### config.mk
export PLATFORM = sky130hd
export DESIGN_NAME = ifu_responder
export DESIGN_NICKNAME = d
export VERILOG_FILES = /design/src/rtl/ifu_responder.sv
export SDC_FILE = /design/constraint.sdc
export NUM_CORES = 1
export LEC_CHECK = 0
export BUFFER_PORTS_ARGS = -buffer_cell sky130_fd_sc_hd__buf_4
export CORE_MARGIN = 2
export CORE_UTILIZATION = 45
export DETAILED_ROUTE_END_ITERATION = 8
export HOLD_SLACK_MARGIN = 0.06
export PLACE_DENSITY = 0.75
export RECOVER_POWER = 100
export SLEW_MARGIN = 5
export SYNTH_ARGS = -nofsm -noshare
export SYNTH_HDL_FRONTEND = slang
export SYNTH_SLANG_ARGS = --single-unit
### constraint.sdc
create_clock -name clk -period 1.83 [get_ports clk]
set_input_delay 0.366 -clock clk [delete_from_list [all_inputs] [get_ports clk]]
set_output_delay 0.366 -clock clk [all_outputs]
set_load 0.03 [all_outputs]
### src/rtl/ifu_responder.sv
`default_nettype none
// ============================================================================
// Module   : ifu_responder
// Desc     : Fetch-stage read responder: checks word alignment and runs one
//            OCP-style bus read (cmd/accept/resp) per aligned fetch.
//            Define IFU_LAST_HIT_EN to add a last-address hit buffer.
// Revision : 1.0  initial release
// ============================================================================
module ifu_responder #(
    parameter int ADDR_WIDTH = 32,
    parameter int DATA_WIDTH = 32
) (
    input  logic                  clk,
    input  logic                  nrst,
    input  logic [ADDR_WIDTH-1:0] i_addr,
    input  logic                  i_rd_cmd,
    output logic [DATA_WIDTH-1:0] o_instr_dat,
    output logic                  o_busy,
    output logic                  o_err_align,
    output logic                  o_err_bus,
    output logic [ADDR_WIDTH-1:0] o_bus_addr,
    output logic                  o_bus_cmd,
    input  logic                  i_bus_accept,
    input  logic [DATA_WIDTH-1:0] i_bus_data,
    input  logic [1:0]            i_bus_resp
);

    localparam logic [1:0] IDLE = 2'd0;
    localparam logic [1:0] CMD  = 2'd1;
    localparam logic [1:0] RESP = 2'd2;

    localparam logic [1:0] RESP_NULL = 2'b00;
    localparam logic [1:0] RESP_DVA  = 2'b01;

    logic [1:0]            state;
    logic [DATA_WIDTH-1:0] instr_dat;
    logic [ADDR_WIDTH-1:0] bus_addr;
    logic                  bus_cmd;
    logic                  err_align;
    logic                  err_bus;
    logic                  misaligned;
    logic                  hit;

    assign misaligned = (i_addr[1:0] != 2'b00);

`ifdef IFU_LAST_HIT_EN
    logic                  hit_valid;
    logic [ADDR_WIDTH-1:0] hit_tag;

    assign hit = hit_valid && (i_addr == hit_tag);

    // The tag tracks the address of the last good (DVA) response only.
    always_ff @(posedge clk) begin
        if (!nrst) begin
            hit_valid <= 1'b0;
            hit_tag   <= '0;
        end else if (state == RESP && i_bus_resp != RESP_NULL) begin
            if (i_bus_resp == RESP_DVA) begin
                hit_valid <= 1'b1;
                hit_tag   <= bus_addr;
            end else begin
                hit_valid <= 1'b0;
            end
        end
    end
`else
    assign hit = 1'b0;
`endif

    always_ff @(posedge clk) begin
        if (!nrst) begin
            state     <= IDLE;
            instr_dat <= '0;
            bus_addr  <= '0;
            bus_cmd   <= 1'b0;
            err_align <= 1'b0;
            err_bus   <= 1'b0;
        end else begin
            case (state)
                IDLE: begin
                    if (i_rd_cmd) begin
                        err_align <= misaligned;
                        err_bus   <= 1'b0;
                        if (!misaligned && !hit) begin
                            bus_addr <= i_addr;
                            bus_cmd  <= 1'b1;
                            state    <= CMD;
                        end
                    end
                end
                CMD: begin
                    // Any response arriving alongside accept is deliberately dropped.
                    if (i_bus_accept) begin
                        bus_cmd <= 1'b0;
                        state   <= RESP;
                    end
                end
                RESP: begin
                    if (i_bus_resp == RESP_DVA) begin
                        instr_dat <= i_bus_data;
                        state     <= IDLE;
                    end else if (i_bus_resp != RESP_NULL) begin
                        instr_dat <= '0;
                        err_bus   <= 1'b1;
                        state     <= IDLE;
                    end
                end
                default: begin
                    state   <= IDLE;
                    bus_cmd <= 1'b0;
                end
            endcase
        end
    end

    assign o_busy      = (state != IDLE);
    assign o_instr_dat = instr_dat;
    assign o_err_align = err_align;
    assign o_err_bus   = err_bus;
    assign o_bus_addr  = bus_addr;
    assign o_bus_cmd   = bus_cmd;

endmodule
`default_nettype wire

==> qor.tcl, run 1 <==
set qor(run_status) {finished, final reports clean}
set qor(tritoncts) {done}
set qor(worst_hold_path_type) {in2reg}
set qor(post_synth_xor_area_fraction) 0
set qor(tritoncts.num_buffers) 9
set qor(postPlaceCellArea_sq_um) 3820
set qor(largest_family_of_logic_cells_by_synthesized_area) {simple AND/OR/NAND/NOR gates}
set qor(dp_hpwl_microns) 4820
set qor(synth_adder_area_share) 0
set qor(number_of_global_route_vias_before_repair) 2306
set qor(floorplan.rows) 28
set qor(yosysSeqAreaShare) 0.506
set qor(globalRoute.totalOverflow) 0
set qor(synth_area_leaders) {sky130_fd_sc_hd__dfxtp_1 (51%), sky130_fd_sc_hd__nand2_1 (13%), sky130_fd_sc_hd__mux2i_1 (11%), sky130_fd_sc_hd__a21boi_0 (8.8%), sky130_fd_sc_hd__o21ai_0 (6.4%)}
set qor(setup.worst_path.end_class) {register}
set qor(cts-root-buf) {sky130_fd_sc_hd__clkbuf_8}
set qor(routed_wl_per_cell_microns) 13.2
set qor(syn_avg_cell_area_sq_um) 8.97
set qor(h-tree-depth) 3
set qor(netlist_area_sq_um) 2730
set qor(highest_utilization_routing_layer_at_the_global_route_stage) {met2}
set qor(worst_ep_arrival_time_ns) 1.82
set qor(chipHeight_microns) 81.9
set qor(share_of_cells_above_drive_strength_1) 0.210
set qor(final_core_utilization) 0.633
set qor(max_stage_delay_ns) 0.44
set qor(grt_first_pass_wirelength_microns) 10400
set qor(groute.layer.met2.usage) 0.326
set qor(firstDrtPassIters) 4
set qor(die-area_sq_um) 6700
set qor(ys_seq_elements) 69
set qor(max-cap-violations) 0
set qor(grt.met1_usage) 0.247
set qor(synth_largest_type_area_fraction) 0.506
set qor(via_count) 2536
set qor(design_area_sq_um) 3720
set qor(clkTransAtPathRegs_ns) 0.07
set qor(port_buffers) 137
set qor(ir_worst_vdd_uv) 608
set qor(power-per-cell-area_nw_per_um2) 807
set qor(post_synth_num_cell_types) 21
set qor(synthCells) 304
set qor(clkLatencyLatePin_ns) 0.33
set qor(critPathLaunchType) {register}
set qor(die_x_microns) 81.9
set qor(coreArea_sq_um) 5890
set qor(worstMarginPinSlew_ns) 0.506
set qor(cts-resized-gates) 0
set qor(number_of_sinks_handled_by_clock_tree_synthesis) 69
set qor(hold_viol) 0
set qor(vias_per_cell) 4.93
set qor(boundary_pins) 138
set qor(layout_worst_path_cycle_share) 0.853
set qor(num_antenna_cells) 0
set qor(grt_use_met3) 0.0462
set qor(holdWs_ns) 0.279
set qor(critPathMaxFanout) 30
set qor(critical_path_data_required_time_ns) 2.09
set qor(critical_path_class) {reg2reg}
set qor(grt_start_max_net_pins) 58
set qor(static-leakage-power_nw) 1.44
set qor(achievable_freq_mhz) 640
set qor(slew_limit_headroom) 0.658
set qor(floorplan.initialDensity) 0.463
set qor(postCtsSetupRepairBufs) 0
set qor(timing.critical_path.slowest_stage_cell) {sky130_fd_sc_hd__or3b_1}
set qor(gp_congestion) 0.753
set qor(area_delta_synth_final_pct) 36.5
set qor(timing.final.max_slew_violations) 0
set qor(cts_hold_buf) 0
set qor(setup_viol_count_final) 0
set qor(synth.largest_area_cell) {sky130_fd_sc_hd__dfxtp_1}
set qor(all_layer_gr_usage) 0.202
set qor(worst_clock_skew_ns) 0.00728
set qor(antenna_found_initial) 0
set qor(grt_setup_unrepaired) {false}
set qor(yosys.area_share.simple) 0.171
set qor(ys_warn_count) 0
set qor(cts_buffer_depth) 2
set qor(synth.area.mux_share) 0.110
set qor(final.setup.tns_ns) 0
set qor(finalWorstPathRequiredPeriod_ns) 1.56
set qor(synthesis.nets) 374
set qor(drc) 0
set qor(initialDrtViolationCount) 84
set qor(routed_wirelength_microns) 6780
set qor(worstPathCellList) {or3b_1 > nor3_4 > buf_12 > mux2i_1}
set qor(synth_area_in_compound_gates) 0.164
set qor(cpLargestDelayFamily) {simple AND/OR/NAND/NOR gates}
set qor(num-nets-final) 505
set qor(cp.buffers_inverters) 1
set qor(postRouteAntennaNets) 0
==> cells in the mapped netlist <==
master / count
sky130_fd_sc_hd__inv_1: 1
sky130_fd_sc_hd__or3b_4: 1
sky130_fd_sc_hd__mux2i_1: 30
sky130_fd_sc_hd__or2_2: 1
sky130_fd_sc_hd__or2b_1: 2
sky130_fd_sc_hd__nor3_4: 1
sky130_fd_sc_hd__and2_1: 1
sky130_fd_sc_hd__dfxtp_1: 69
sky130_fd_sc_hd__and3_1: 3
sky130_fd_sc_hd__o32ai_1: 1
sky130_fd_sc_hd__buf_8: 3
sky130_fd_sc_hd__o21ai_0: 35
sky130_fd_sc_hd__nor2_1: 2
sky130_fd_sc_hd__nand2_1: 95
sky130_fd_sc_hd__nor4bb_1: 1
sky130_fd_sc_hd__a21boi_1: 3
sky130_fd_sc_hd__nor2b_1: 1
sky130_fd_sc_hd__a21boi_0: 32
sky130_fd_sc_hd__buf_2: 5
sky130_fd_sc_hd__clkbuf_1: 16
sky130_fd_sc_hd__or3_4: 1
==> power by group <==
group	internal, mW	total, mW	leakage [nW]	switching (mW)
logic	0.161	0.335	0.790	0.175
registers	1.53	1.55	0.558	0.0169
clock network	0.595	1.12	0.0926	0.527
==> kinds of logic (layout without fill, tap and decap cells) <==
logic type	Yosys count	in the layout
DFF	69	69
AOI/OAI and AO/OA	71	71
buffers and inverters	25	160
muxes	30	30
and+or+nand+nor	109	109
==> worst paths after layout <==
check / end / slack, ns / depth (start not counted) / from
setup / recovery: o_bus_addr[30] / 0.27 / 4 / state[0]
hold / removal: o_bus_addr[10] / 0.28 / 3 / i_addr[10]
setup reg to reg: o_bus_addr[30] / 0.27 / 4 / state[0]
hold reg to reg: o_bus_addr[28] / 0.46 / 2 / o_bus_addr[28]
==> cell usage in the layout, fill, tap and decap left out <==
master	synthesis	routed
sky130_fd_sc_hd__nor3_4	1	1
sky130_fd_sc_hd__or3_1	0	1
sky130_fd_sc_hd__clkbuf_2	0	2
sky130_fd_sc_hd__o21ai_0	35	35
sky130_fd_sc_hd__mux2i_1	30	30
sky130_fd_sc_hd__buf_4	0	72
sky130_fd_sc_hd__and3_1	3	3
sky130_fd_sc_hd__clkbuf_1	16	69
sky130_fd_sc_hd__nand2_1	95	95
sky130_fd_sc_hd__nor2b_1	1	1
sky130_fd_sc_hd__nor4bb_1	1	1
sky130_fd_sc_hd__or2_2	1	1
sky130_fd_sc_hd__a21boi_0	32	34
sky130_fd_sc_hd__or3b_1	0	1
sky130_fd_sc_hd__o32ai_1	1	1
sky130_fd_sc_hd__or2b_1	2	2
sky130_fd_sc_hd__dfxtp_1	69	69
sky130_fd_sc_hd__clkinv_2	0	1
sky130_fd_sc_hd__nor2_1	2	2
sky130_fd_sc_hd__a21boi_1	3	1
sky130_fd_sc_hd__clkbuf_8	0	12
sky130_fd_sc_hd__and2_0	0	1
sky130_fd_sc_hd__buf_12	0	3
sky130_fd_sc_hd__inv_1	1	1
==> flip-flops by register name, indices dropped and copies added, names as in the netlist <==
signal / count
o_bus_addr: 32
o_instr_dat: 32
state: 2
o_bus_cmd: 1
o_err_align: 1
o_err_bus: 1
==> per-stage QoR <==
| stage | cells | power, mW | setup slack, ns |
|---|---|---|---|
| detailed placement | 499 | 1.95 | 0.231 |
| global route | 514 | 3.13 | 0.144 |
| CTS | 514 | 3.07 | 0.241 |
| floorplan | 304 | 1.76 | 0.432 |
| global placement | 499 | 1.94 | 0.314 |
| finish | 514 | 3.01 | 0.268 |
==> layer usage <==
layer / vias up / wire [microns] / part of all wire
met2: 81 / 3220 / 0.47
met1: 1171 / 2920 / 0.43
li1: 1269 / - / -
met3: 15 / 451 / 0.066
met4: 0 / 185 / 0.027
met5: - / 0 / 0
==> layout make-up <==
class	instances	area, sq um
Multi-Input combinational cell	210	1200
Clock inverter	1	5.00
Clock buffer	14	173
Tap cell	75	93.8
Sequential cell	69	1380
Fill cell	585	2160
Timing Repair Buffer	144	862
Inverter	1	3.75
==> worst min-delay path, stage by stage <==
cell and delay, ns:
sky130_fd_sc_hd__buf_4 0.11, sky130_fd_sc_hd__nand2_1 0.04, sky130_fd_sc_hd__mux2i_1 0.05
(Power assumes the default switching activity.)
==> run 2, diff against run 1 <==
- CORE_UTILIZATION: 45 -> 49
- PLACE_DENSITY: 0.75 -> 0.81
- clock period: 1.83 -> 2 ns (I/O delays scaled with it)
==> qor.tcl, run 2 (synthesis results as in run 1) <==
set qor(run_status) {finished, final reports clean}
set qor(hold_start) {i_addr[14]}
set qor(layout_worst_path_cycle_share) 0.876 ;# +0.0220
set qor(max-cap-violations) 0 ;# unchanged
set qor(hold_viol) 0 ;# unchanged
set qor(net-switching-power_mw) 0.694 ;# -3.4%
set qor(num_antenna_cells) 0 ;# unchanged
set qor(tritoncts) {done}
set qor(grt_first_pass_wirelength_microns) 11400 ;# +8.9%
set qor(die-area_sq_um) 6180 ;# -7.8%
set qor(setup.worst_path.start) {state[1]}
set qor(boundary_pins) 138 ;# unchanged
set qor(critical_path_class) {reg2reg}
set qor(postCtsSetupRepairBufs) 0 ;# unchanged
set qor(h-tree-depth) 3 ;# unchanged
set qor(worst_ep_arrival_time_ns) 2.01 ;# +0.19 ns
set qor(num-nets-final) 504 ;# -0.20%
set qor(register_area_sq_um) 1380 ;# unchanged
set qor(postRouteAntennaNets) 0 ;# unchanged
set qor(cts-root-buf) {sky130_fd_sc_hd__clkbuf_8}
set qor(worstPathCellList) {or3b_1 > nor3_1 > buf_12 > mux2i_1}
set qor(drc) 0 ;# unchanged
set qor(firstDrtPassIters) 4 ;# unchanged
set qor(max_stage_delay_ns) 0.44 ;# about the same
set qor(dp_hpwl_microns) 4780 ;# -0.75%
set qor(number_of_global_route_vias_before_repair) 2428 ;# +5.3%
set qor(vias_per_cell) 4.88 ;# -1.0%
set qor(finalWorstPathRequiredPeriod_ns) 1.75 ;# +0.189 ns
set qor(worst_hold_path_type) {in2reg}
set qor(gp_congestion) 0.731 ;# -2.9%
set qor(grt_setup_unrepaired) {false}
set qor(final_cell_mix) {sky130_fd_sc_hd__nand2_1 (95), sky130_fd_sc_hd__buf_4 (71), sky130_fd_sc_hd__dfxtp_1 (69), sky130_fd_sc_hd__clkbuf_1 (68), sky130_fd_sc_hd__o21ai_0 (35)}
set qor(grt_start_max_net_pins) 46 ;# -21%
set qor(tritoncts.num_buffers) 9 ;# unchanged
set qor(floorplan.rows) 27 ;# -3.6%
set qor(all_layer_gr_usage) 0.234 ;# +0.0317
set qor(routed_wirelength_microns) 6940 ;# +2.3%
set qor(worstMarginPinSlew_ns) 0.845 ;# +0.339 ns
set qor(share_of_cells_above_drive_strength_1) 0.210 ;# unchanged
set qor(power_switching_share) 0.247 ;# +0.00817
set qor(initialDrtViolationCount) 94 ;# +12%
set qor(critPathLaunchType) {register}
set qor(area_delta_synth_final_pct) 36.1
set qor(multiInputGateArea_sq_um) 1190 ;# -0.94%
set qor(power-per-cell-area_nw_per_um2) 757 ;# -6.3%
set qor(critical_path_data_required_time_ns) 2.25 ;# +0.16 ns
set qor(cts-resized-gates) 0 ;# unchanged
set qor(timing.final.max_slew_violations) 0 ;# unchanged
set qor(coreArea_sq_um) 5440 ;# -7.6%
set qor(setup.worst_path.end_class) {register}
set qor(final_common_cell) {sky130_fd_sc_hd__nand2_1}
set qor(critPathMaxFanout) 30 ;# unchanged
set qor(cts_hold_buf) 0 ;# unchanged
set qor(cts_buffer_depth) 2 ;# unchanged
set qor(die_x_microns) 78.6 ;# -4.0%
set qor(via_count) 2495 ;# -1.6%
set qor(chipHeight_microns) 78.6 ;# -4.0%
set qor(achievable_freq_mhz) 571 ;# -11%
set qor(antenna_found_initial) 0 ;# unchanged
set qor(globalRoute.totalOverflow) 0 ;# unchanged
set qor(routed_wl_per_cell_microns) 13.6 ;# +2.9%
set qor(port_buffers) 137 ;# unchanged
set qor(setup_viol_count_final) 0 ;# unchanged
set qor(static-leakage-power_nw) 1.44 ;# about the same
set qor(power_frac_comb) 0.108 ;# -0.004
set qor(power.internal_mw) 2.11 ;# -7.6%
set qor(clkTransAtPathRegs_ns) 0.08 ;# about the same
set qor(final.setup.tns_ns) 0 ;# unchanged
set qor(floorplan.initialDensity) 0.501 ;# +0.0381
set qor(slew_limit_headroom) 0.437 ;# -0.222
set qor(number_of_sinks_handled_by_clock_tree_synthesis) 69 ;# unchanged
set qor(ir_worst_vdd_uv) 494 ;# -19%
set qor(fillers) 507 ;# -13%
set qor(worst_clock_skew_ns) 0.00690 ;# -0.000381 ns
set qor(timing.critical_path.slowest_stage_cell) {sky130_fd_sc_hd__or3b_1}
set qor(clockPowerShare) 0.387 ;# +0.014
set qor(final_core_utilization) 0.683 ;# +0.0499
set qor(clkLatencyLatePin_ns) 0.34 ;# about the same
set qor(sequential_share_of_power) 0.504 ;# -0.011
set qor(beginning_of_the_worst_register_to_register_path) {state[1]}
-- run 2: worst max-delay path: cells and delay by family, from the launching register on --
kind          cells  cell delay (ns)
mux               1             0.26
simple gates      2             0.74
buf+inv           1             0.28
flops             1             0.38
-- run 2: layout make-up --
class,instances,area share
clock inverter,7,0.0179
inverter,1,0.00101
tap,72,0.0243
timing repair buffer,143,0.230
multi-input combinational,210,0.322
sequential,69,0.372
clock buffer,9,0.0334
-- run 2: worst paths after layout --
kind | cells after the start | slack [ns] | to
max | 4 | 0.25 | o_bus_addr[2]
min | 3 | 0.31 | o_bus_addr[14]
max reg2reg | 4 | 0.25 | o_bus_addr[2]
min reg2reg | 2 | 0.46 | o_bus_addr[16]
-- run 2: power groups by stage --
stage | logic, mW | clock network, mW | registers [mW]
floorplan | 0.112 | 0 | 1.50
global placement | 0.329 | 0 | 1.45
detailed placement | 0.334 | 0 | 1.45
CTS | 0.336 | 1.12 | 1.42
global route | 0.331 | 1.19 | 1.42
finish | 0.305 | 1.09 | 1.42
-- run 2: through the flow --
stage | worst slack, ns | hold WS (ns) | area, sq um | std cells | power [mW]
finish | 0.249 | 0.310 | 3710 | 511 | 2.81
global route | 0.163 | 0.303 | 3710 | 511 | 2.94
CTS | 0.344 | 0.294 | 4000 | 511 | 2.87
detailed placement | 0.403 | 0.448 | 3810 | 495 | 1.78
global placement | 0.453 | 0.443 | 3810 | 495 | 1.78
floorplan | 0.568 | 0.515 | 2730 | 304 | 1.61
-- run 2: routing by layer --
metal  vias up  GRT usage  wire length (microns)
met5         -          0                      0
met4         0      0.119                    166
met3        17     0.0690                    554
met2        92      0.381                   3310
met1      1116      0.279                   2910
li1       1270          -                      -
==> run 3, diff against run 2 <==
- CORE_UTILIZATION: 49 -> 45
- PLACE_DENSITY: 0.81 -> 0.75
- clock period: 2 -> 1.65 ns (I/O delays scaled with it)
==> qor.tcl, run 3 (synthesis results as in run 1) <==
set qor(maxUsedRoutingLayer) {met4}
set qor(via_count) 2488 ;# -0.28%
set qor(power.internal_mw) 2.82 ;# +33%
set qor(firstDrtPassIters) 4 ;# unchanged
set qor(initialDrtViolationCount) 97 ;# +3.2%
set qor(grt_first_pass_wirelength_microns) 10700 ;# -6.3%
set qor(met2_wirelength_microns) 3350 ;# +1.3%
set qor(holdWs_ns) 0.245 ;# -0.0648 ns
set qor(die_x_microns) 81.9 ;# +4.1%
set qor(max-cap-violations) 0 ;# unchanged
set qor(setup_viol_count_final) 0 ;# unchanged
set qor(net-switching-power_mw) 0.837 ;# +21%
set qor(power_switching_share) 0.229 ;# -0.0182
set qor(final.setup.tns_ns) 0 ;# unchanged
set qor(setup.worst_path.end_class) {primary output}
set qor(number_of_global_route_vias_before_repair) 2328 ;# -4.1%
set qor(achievable_freq_mhz) 633
set qor(tritoncts.num_buffers) 9 ;# unchanged
set qor(max_stage_delay_ns) 0.32 ;# -0.12 ns
set qor(worst_ep_arrival_time_ns) 1.25 ;# -0.76 ns
set qor(worstPathCellList) {buf_4 > or2_2 > buf_4}
set qor(worstMarginPinSlew_ns) 0.417 ;# -0.428 ns
set qor(vias_per_cell) 4.83 ;# -1.1%
set qor(routed_wl_per_cell_microns) 13.3 ;# -2.0%
set qor(final_common_cell) {sky130_fd_sc_hd__nand2_1}
set qor(dp_hpwl_microns) 4870 ;# +1.9%
set qor(hold_viol) 0 ;# unchanged
set qor(clockPowerShare) 0.426 ;# +0.039
set qor(worst_hold_path_type) {in2reg}
set qor(cts_buffer_depth) 2 ;# unchanged
set qor(chipHeight_microns) 81.9 ;# +4.1%
set qor(cts-resized-gates) 0 ;# unchanged
set qor(timing.critical_path.slowest_stage_cell) {sky130_fd_sc_hd__dfxtp_1}
set qor(cts-root-buf) {sky130_fd_sc_hd__clkbuf_8}
set qor(drc) 0 ;# unchanged
set qor(postCtsSetupRepairBufs) 0 ;# unchanged
set qor(grt_setup_unrepaired) {false}
set qor(all_layer_gr_usage) 0.209 ;# -0.0253
set qor(critPathLaunchType) {register}
set qor(sequential_share_of_power) 0.469 ;# -0.035
set qor(grt_start_max_net_pins) 38 ;# -17%
set qor(cts_hold_buf) 0 ;# unchanged
set qor(share_of_cells_above_drive_strength_1) 0.220 ;# +0.0109
set qor(place_worst_setup_slack_ns) 0.117 ;# -0.286 ns
set qor(path_common_cell) {sky130_fd_sc_hd__buf_4}
set qor(clkLatencyLatePin_ns) 0.33 ;# about the same
set qor(antenna_found_initial) 0 ;# unchanged
set qor(num-nets-final) 505 ;# +0.20%
set qor(floorplan.rows) 28 ;# +3.7%
set qor(floorplan.initialDensity) 0.463 ;# -0.0381
set qor(critical_path_class) {reg2out}
set qor(drt-met1-wl_microns) 2900 ;# -0.62%
set qor(critical_path_data_required_time_ns) 1.32 ;# -0.93 ns
set qor(routed_wirelength_microns) 6860 ;# -1.2%
set qor(power_frac_comb) 0.105 ;# -0.003
set qor(power.total_mw) 3.66 ;# +30%
set qor(area_delta_synth_final_pct) 39.8
set qor(boundary_pins) 138 ;# unchanged
set qor(port_buffers) 137 ;# unchanged
set qor(finalWorstPathRequiredPeriod_ns) 1.58
set qor(slew_limit_headroom) 0.723 ;# +0.287
set qor(h-tree-depth) 3 ;# unchanged
set qor(ir_worst_vdd_uv) 615 ;# +25%
set qor(tritoncts) {done}
set qor(clkTransAtPathRegs_ns) 0.08 ;# about the same
set qor(run_status) {finished, final reports clean}
set qor(met3WireLength_microns) 456 ;# -18%
set qor(postRouteAntennaNets) 0 ;# unchanged
set qor(coreArea_sq_um) 5890 ;# +8.2%
set qor(die-area_sq_um) 6700 ;# +8.4%
set qor(final_core_utilization) 0.648 ;# -0.0346
set qor(final_cell_mix) {sky130_fd_sc_hd__nand2_1 (95), sky130_fd_sc_hd__buf_4 (73), sky130_fd_sc_hd__dfxtp_1 (69), sky130_fd_sc_hd__clkbuf_1 (67)}
set qor(worst_clock_skew_ns) 0.0124 ;# +0.00548 ns
set qor(static-leakage-power_nw) 1.47 ;# +2.3%
set qor(num_antenna_cells) 0 ;# unchanged
set qor(gp_congestion) 0.773 ;# +5.7%
set qor(final_critical_path_setup_slack_ns) 0.0694 ;# -0.179 ns
set qor(timing.final.max_slew_violations) 0 ;# unchanged
set qor(number_of_sinks_handled_by_clock_tree_synthesis) 69 ;# unchanged
set qor(layout_worst_path_cycle_share) 0.958
set qor(globalRoute.totalOverflow) 0 ;# unchanged
set qor(power-per-cell-area_nw_per_um2) 959 ;# +27%
set qor(critPathMaxFanout) 8 ;# -73%
[run 3: path summary, 6_finish.rpt]
kind	startpoint	end	slack, ns	cells after the start
worst max-delay path	state[0]	o_busy	0.07	3
worst min-delay path	i_addr[20]	o_bus_addr[20]	0.25	3
worst min register to register	o_bus_addr[12]	o_bus_addr[12]	0.46	2
worst max register to register	state[1]	o_bus_addr[31]	0.15	4
[run 3: cell type report]
type / instances / area (sq um)
repair buffers: 144 / 880
clock inverters: 5 / 81.3
clock buffers: 11 / 151
flip-flops and latches: 69 / 1380
fillers: 566 / 2070
inverters: 1 / 3.75
well taps: 75 / 93.8
multi-input cells: 210 / 1220
[run 3: routing by layer]
layer,vias up,global-route usage
li1,1277,-
met2,77,0.361
met1,1123,0.243
met3,11,0.0484
met4,0,0.0983
met5,-,0
[run 3: worst max-delay path: cells and delay by family (launching register included)]
family        cells  cell delay [ns]
buf+inv           2             0.33
simple gates      1             0.27
flops             1             0.32
[run 3: power groups by stage]
stage | Clock (mW) | Combinational [mW] | Sequential [mW]
after global placement | 0 | 0.408 | 1.75
after detailed placement | 0 | 0.413 | 1.75
after CTS | 1.58 | 0.414 | 1.72
after floorplan | 0 | 0.136 | 1.82
after global routing | 1.65 | 0.415 | 1.72
final | 1.56 | 0.383 | 1.72
[run 3: per-stage QoR]
step                      cells  cell area (sq um)
after detailed placement    499               3840
after global placement      499               3840
after floorplan             304               2730
after CTS                   515               4070
after global routing        515               3810
final                       515               3810
